## src/rtl/fifo_rd_ctrl.sv

```systemverilog
// Read-side controller of the async FIFO (destination clock domain).
// Decodes the synchronized Gray write pointer, issues RAM reads, feeds a
// two-slot (head + skid) first-word-fall-through valid/ready stream, and
// returns a registered Gray read pointer to the write domain.
module fifo_rd_ctrl #(
  parameter int unsigned ADDR_WIDTH = 3,
  parameter int unsigned DATA_WIDTH = 8
) (
  input  logic                  clk,
  input  logic                  rst,
  input  logic [ADDR_WIDTH:0]   wptr_gray_sync,
  output logic [ADDR_WIDTH:0]   rptr_gray,
  output logic                  mem_ren,
  output logic [ADDR_WIDTH-1:0] mem_raddr,
  input  logic [DATA_WIDTH-1:0] mem_rdata,
  output logic                  m_valid,
  input  logic                  m_ready,
  output logic [DATA_WIDTH-1:0] m_data,
  output logic                  rd_empty,
  output logic [ADDR_WIDTH:0]   rd_level,
  output logic                  err_overflow
);

  localparam int unsigned PW = ADDR_WIDTH + 1;
  localparam logic [PW-1:0] DEPTH = PW'(1 << ADDR_WIDTH);

  logic [PW-1:0]         wbin;
  logic [PW-1:0]         rbin_q, rbin_d;
  logic [PW-1:0]         rptr_gray_q, rptr_gray_d;
  logic                  m_valid_q, m_valid_d;
  logic [DATA_WIDTH-1:0] m_data_q, m_data_d;
  logic                  skid_v_q, skid_v_d;
  logic [DATA_WIDTH-1:0] skid_q, skid_d;
  logic                  infl_q;
  logic                  err_q, err_d;
  logic                  fifo_empty;
  logic                  pop;
  logic [1:0]            occ;
  logic                  room;

  // Gray-to-binary decode: each binary bit is the XOR of all Gray bits at or above it
  always_comb begin
    wbin = '0;
    for (int unsigned i = 0; i < PW; i++) begin
      wbin[i] = ^(wptr_gray_sync >> i);
    end
  end

  // Pointer comparison, occupancy of the read path and the read-issue decision
  always_comb begin
    fifo_empty = (wbin == rbin_q);
    rd_level   = wbin - rbin_q;
    pop        = m_valid_q & m_ready;
    occ        = {1'b0, m_valid_q} + {1'b0, skid_v_q} + {1'b0, infl_q};
    // Words already held or in flight, minus the one leaving this cycle, must leave a free slot
    room       = (occ - {1'b0, pop}) < 2'd2;
    mem_ren    = !rst && !fifo_empty && room;
    mem_raddr  = rbin_q[ADDR_WIDTH-1:0];
    rbin_d     = rbin_q + {{ADDR_WIDTH{1'b0}}, mem_ren};
    rptr_gray_d = rbin_d ^ (rbin_d >> 1);
    err_d      = err_q | (rd_level > DEPTH);
  end

  // Head/skid routing: pop is applied first, then the returning RAM word lands in the
  // head if that slot is (or just became) free with no older word in skid, else in skid
  always_comb begin
    m_valid_d = m_valid_q;
    m_data_d  = m_data_q;
    skid_v_d  = skid_v_q;
    skid_d    = skid_q;
    if (pop) begin
      if (skid_v_q) begin
        m_data_d = skid_q;
        skid_v_d = 1'b0;
      end else begin
        m_valid_d = 1'b0;
      end
    end
    if (infl_q) begin
      if ((!m_valid_q || pop) && !skid_v_q) begin
        m_data_d  = mem_rdata;
        m_valid_d = 1'b1;
      end else begin
        skid_d   = mem_rdata;
        skid_v_d = 1'b1;
      end
    end
  end

  // State registers with synchronous reset
  always_ff @(posedge clk) begin
    if (rst) begin
      rbin_q      <= '0;
      rptr_gray_q <= '0;
      m_valid_q   <= 1'b0;
      m_data_q    <= '0;
      skid_v_q    <= 1'b0;
      skid_q      <= '0;
      infl_q      <= 1'b0;
      err_q       <= 1'b0;
    end else begin
      rbin_q      <= rbin_d;
      rptr_gray_q <= rptr_gray_d;
      m_valid_q   <= m_valid_d;
      m_data_q    <= m_data_d;
      skid_v_q    <= skid_v_d;
      skid_q      <= skid_d;
      infl_q      <= mem_ren;
      err_q       <= err_d;
    end
  end

  assign rptr_gray    = rptr_gray_q;
  assign m_valid      = m_valid_q;
  assign m_data       = m_data_q;
  assign err_overflow = err_q;
  assign rd_empty     = fifo_empty & !m_valid_q & !skid_v_q & !infl_q;

endmodule
```

## config.mk

```make
export PLATFORM = sky130hd
export DESIGN_NAME = fifo_rd_ctrl
export DESIGN_NICKNAME = d
export VERILOG_FILES = /design/src/rtl/fifo_rd_ctrl.sv
export SDC_FILE = /design/constraint.sdc
export NUM_CORES = 1
export LEC_CHECK = 0
export CAP_MARGIN = 40
export CORE_MARGIN = 2
export CORE_UTILIZATION = 39
export DETAILED_ROUTE_END_ITERATION = 16
export HOLD_SLACK_MARGIN = 0.05
export PLACE_DENSITY = 0.78
export SLEW_MARGIN = 20
export SYNTH_ARGS = -nofsm -noshare
export SYNTH_HDL_FRONTEND = slang
export SYNTH_SLANG_ARGS = --single-unit
```

## constraint.sdc

```tcl
create_clock -name clk -period 8.4 [get_ports clk]
set_input_delay 2.1 -clock clk [delete_from_list [all_inputs] [get_ports clk]]
set_output_delay 2.1 -clock clk [all_outputs]
set_load 0.05 [all_outputs]
```

==> impl_metrics.ini <==
[worst_setup_path]
crit_path_frequent_cell = xor2_1
cp_max_fo = 3
cp-start-kind = input pin
max_stage_delay_ns = 0.84
slowest_stage = clkdlybuf4s50_1
cp_data_arrival_time_ns = 5.03
cp.buffers_inverters = 3
endpoint_kind = primary output
path_delay_family = buffers and inverters
criticalPathCategory = input pin to primary output
cp_cell_sequence = clkdlybuf4s50_1, xor2_1, xor2_1, xnor2_1, ha_1, inv_1, fa_1, xor2_1, clkdlybuf4s50_1
worst-endpoint-required_ns = 6.30

[finish]
layout.nets = 197
antenna_cells = 0
ff_latch_area_um2 = 541
area_growth_pct = 31.5
num-fill-cells = 318
multi_input_area_um2 = 713
instances_no_fill = 218
drive_gt1_frac = 0.0872

[synthesis]
yosys_warnings = 0
synth-seq-cells = 27
synth_xor_area_frac = 0.0785
synth_cells = 135
yosysTopAreaCell = dfxtp_1
syn-cell-area_um2 = 1340
synth-compound-area-share = 0.110
synthesis.nets = 159
async_flop_share = 0
synth_mux_area_frac = 0.120
yosysTopAreaCellShare = 0.404
synthTopCellsByArea = dfxtp_1, mux2i_1, a211oi_2
netlist-cell-type-count = 27
synth_edf_count = 0
yosys_most_used_dff = dfxtp_1
yosys.area_share.adder = 0.0897
avgSynthCellArea_um2 = 9.92
yosysMostFrequentCell = dfxtp_1
synthSimpleGateAreaFrac = 0.135
synth_top_family_by_area = simple AND/OR/NAND/NOR gates
synth_common_cells = dfxtp_1, nor2_1, mux2i_1
synth-seq-area-share = 0.404

[run_status]
status = complete, no violations

[sta]
final_max_slew_viol_count = 0
skew_ns = 0.0106
grt_setup_unrepaired = false
finalHoldViolCount = 0
fin_setup_tns_ns = 0
whs_ns = 0.518
post-route-min-period_ns = 7.13
setup_viol = 0
tightest_slew_ns = 0.664
relSlewSlack = 0.557
period_share = 0.849
setup_ws_ns = 1.27
fmax_mhz = 140

[cts]
htree_levels = 1
cts-buffers-inserted = 3
cts_setup_buffers = 0
cts-hold-fix-buffers = 0
cts_resized = 0
cts-root-buf = clkbuf_4
clkLatencyLatePin_ns = 0.33
cts.sink_count = 27
tritoncts = done
path_clk_slew_ns = 0.15
clockBufferDepth = 2

[detailed_routing]
drt_iter0_markers = 11
detail-route-antenna-nets = 0
remaining_drc_errors = 0
via_per_inst = 4.76
drt_pre_antenna_iters = 2
wirelength_um = 2660
wl_per_cell_um = 12.2
num_vias = 1038

[die]
start_util = 0.404
die_h_um = 62.6
design.die.area_um2 = 3920
fp.dieW_um = 62.6
std_cell_rows = 21
core-area_um2 = 3310
ioPinCount = 38

[grt]
grt_use_total = 0.140
grt_util_met3 = 0.0306
gr-usage-met2 = 0.249
grt_pass1_vias = 1050
grt_overflow = 0
antenna_found_initial = 0
grt_max_degree = 29
busiest_layer = met2
grt_pass1_wl_um = 4540
use_met1 = 0.169

[placement]
port_buffers = 37
place_congestion = 0.709
dp.cells = 214
hpwl_um = 2010
place_ws_ns = 1.23

[hold_path]
min_path_type = flop to flop

[power]
irDropWorstVdd_mv = 0.173
p_leak_nw = 0.783
p_per_area_nw_per_um2 = 266
power.total_mw = 0.468

[flow_run]
maxCapViolations = 0
-- layer usage --
metal | vias to the layer above | part of all wire
li1 | 526 | -
met1 | 481 | 0.45
met2 | 29 | 0.49
met3 | 2 | 0.053
met4 | 0 | 0.0079
met5 | - | 0
-- cell usage in the layout (no fill, tap or decap), drive strengths merged --
cell type / n
nand2: 4
nand3: 2
or2: 1
and3: 1
nor3: 4
nor2: 21
inv: 9
nor4b: 1
clkinvlp: 1
buf: 2
ha: 8
a21oi: 6
xor2: 7
fa: 1
o21ai: 2
nand2b: 1
nand3b: 1
a211oi: 8
nor2b: 3
clkdlybuf4s50: 37
dfxtp: 27
o21a: 1
xnor2: 5
clkbuf: 3
mux2i: 16
-- worst min-delay path, delay by kind of cell, from the launching register on --
kind             cells  cell delay [ns]
flip-flops           1             0.36
multiplexers         1             0.07
AND/OR/NAND/NOR      1             0.07
-- power breakdown --
group          switching [mW]  leakage (nW)  internal [mW]
sequential             0.0140         0.221          0.149
clock                  0.0398        0.0139         0.0182
combinational           0.156         0.548         0.0906
-- state kept, by name, indices dropped and copies added, names as in the netlist, named ones only --
name / cells
m_data: 8
skid_q: 8
rbin_q: 4
rptr_gray: 3
err_overflow: 1
infl_q: 1
skid_v_q: 1
-- cells by family (layout without fill, tap and decap cells) --
family | count (synthesis) | count (layout)
AND/OR/NAND/NOR | 39 | 39
flip-flops | 27 | 27
AO/OA/AOI/OAI | 17 | 17
multiplexers | 16 | 16
buffers and inverters | 15 | 52
XOR/XNOR | 12 | 12
adder cells (fa/ha/maj) | 9 | 9
-- worst paths after layout --
kind                startpoint            to  slack (ns)  depth (start not counted)
max          wptr_gray_sync[3]   rd_level[2]        1.27                          9
max reg2reg               flop  rptr_gray[2]        5.69                         13
min reg2reg          skid_q[7]     skid_q[7]        0.52                          2
min                  skid_q[7]     skid_q[7]        0.52                          2
-- metrics by stage --
| stage | cell area, µm² | util |
|---|---|---|
| final | 1760 | 0.532 |
| after global routing | 1760 | 0.532 |
| after CTS | 1760 | 0.532 |
| after detailed placement | 1730 | 0.523 |
| after global placement | 1720 | 0.520 |
| after floorplan | 1340 | - |
-- layout make-up --
type / instances / area share
multi-input cells: 93 / 0.405
flip-flops and latches: 27 / 0.307
repair buffers: 39 / 0.219
well taps: 46 / 0.0327
inverters: 9 / 0.0192
clock buffers: 3 / 0.0128
clock inverters: 1 / 0.00426
Power figures use the tool's default switching activity.
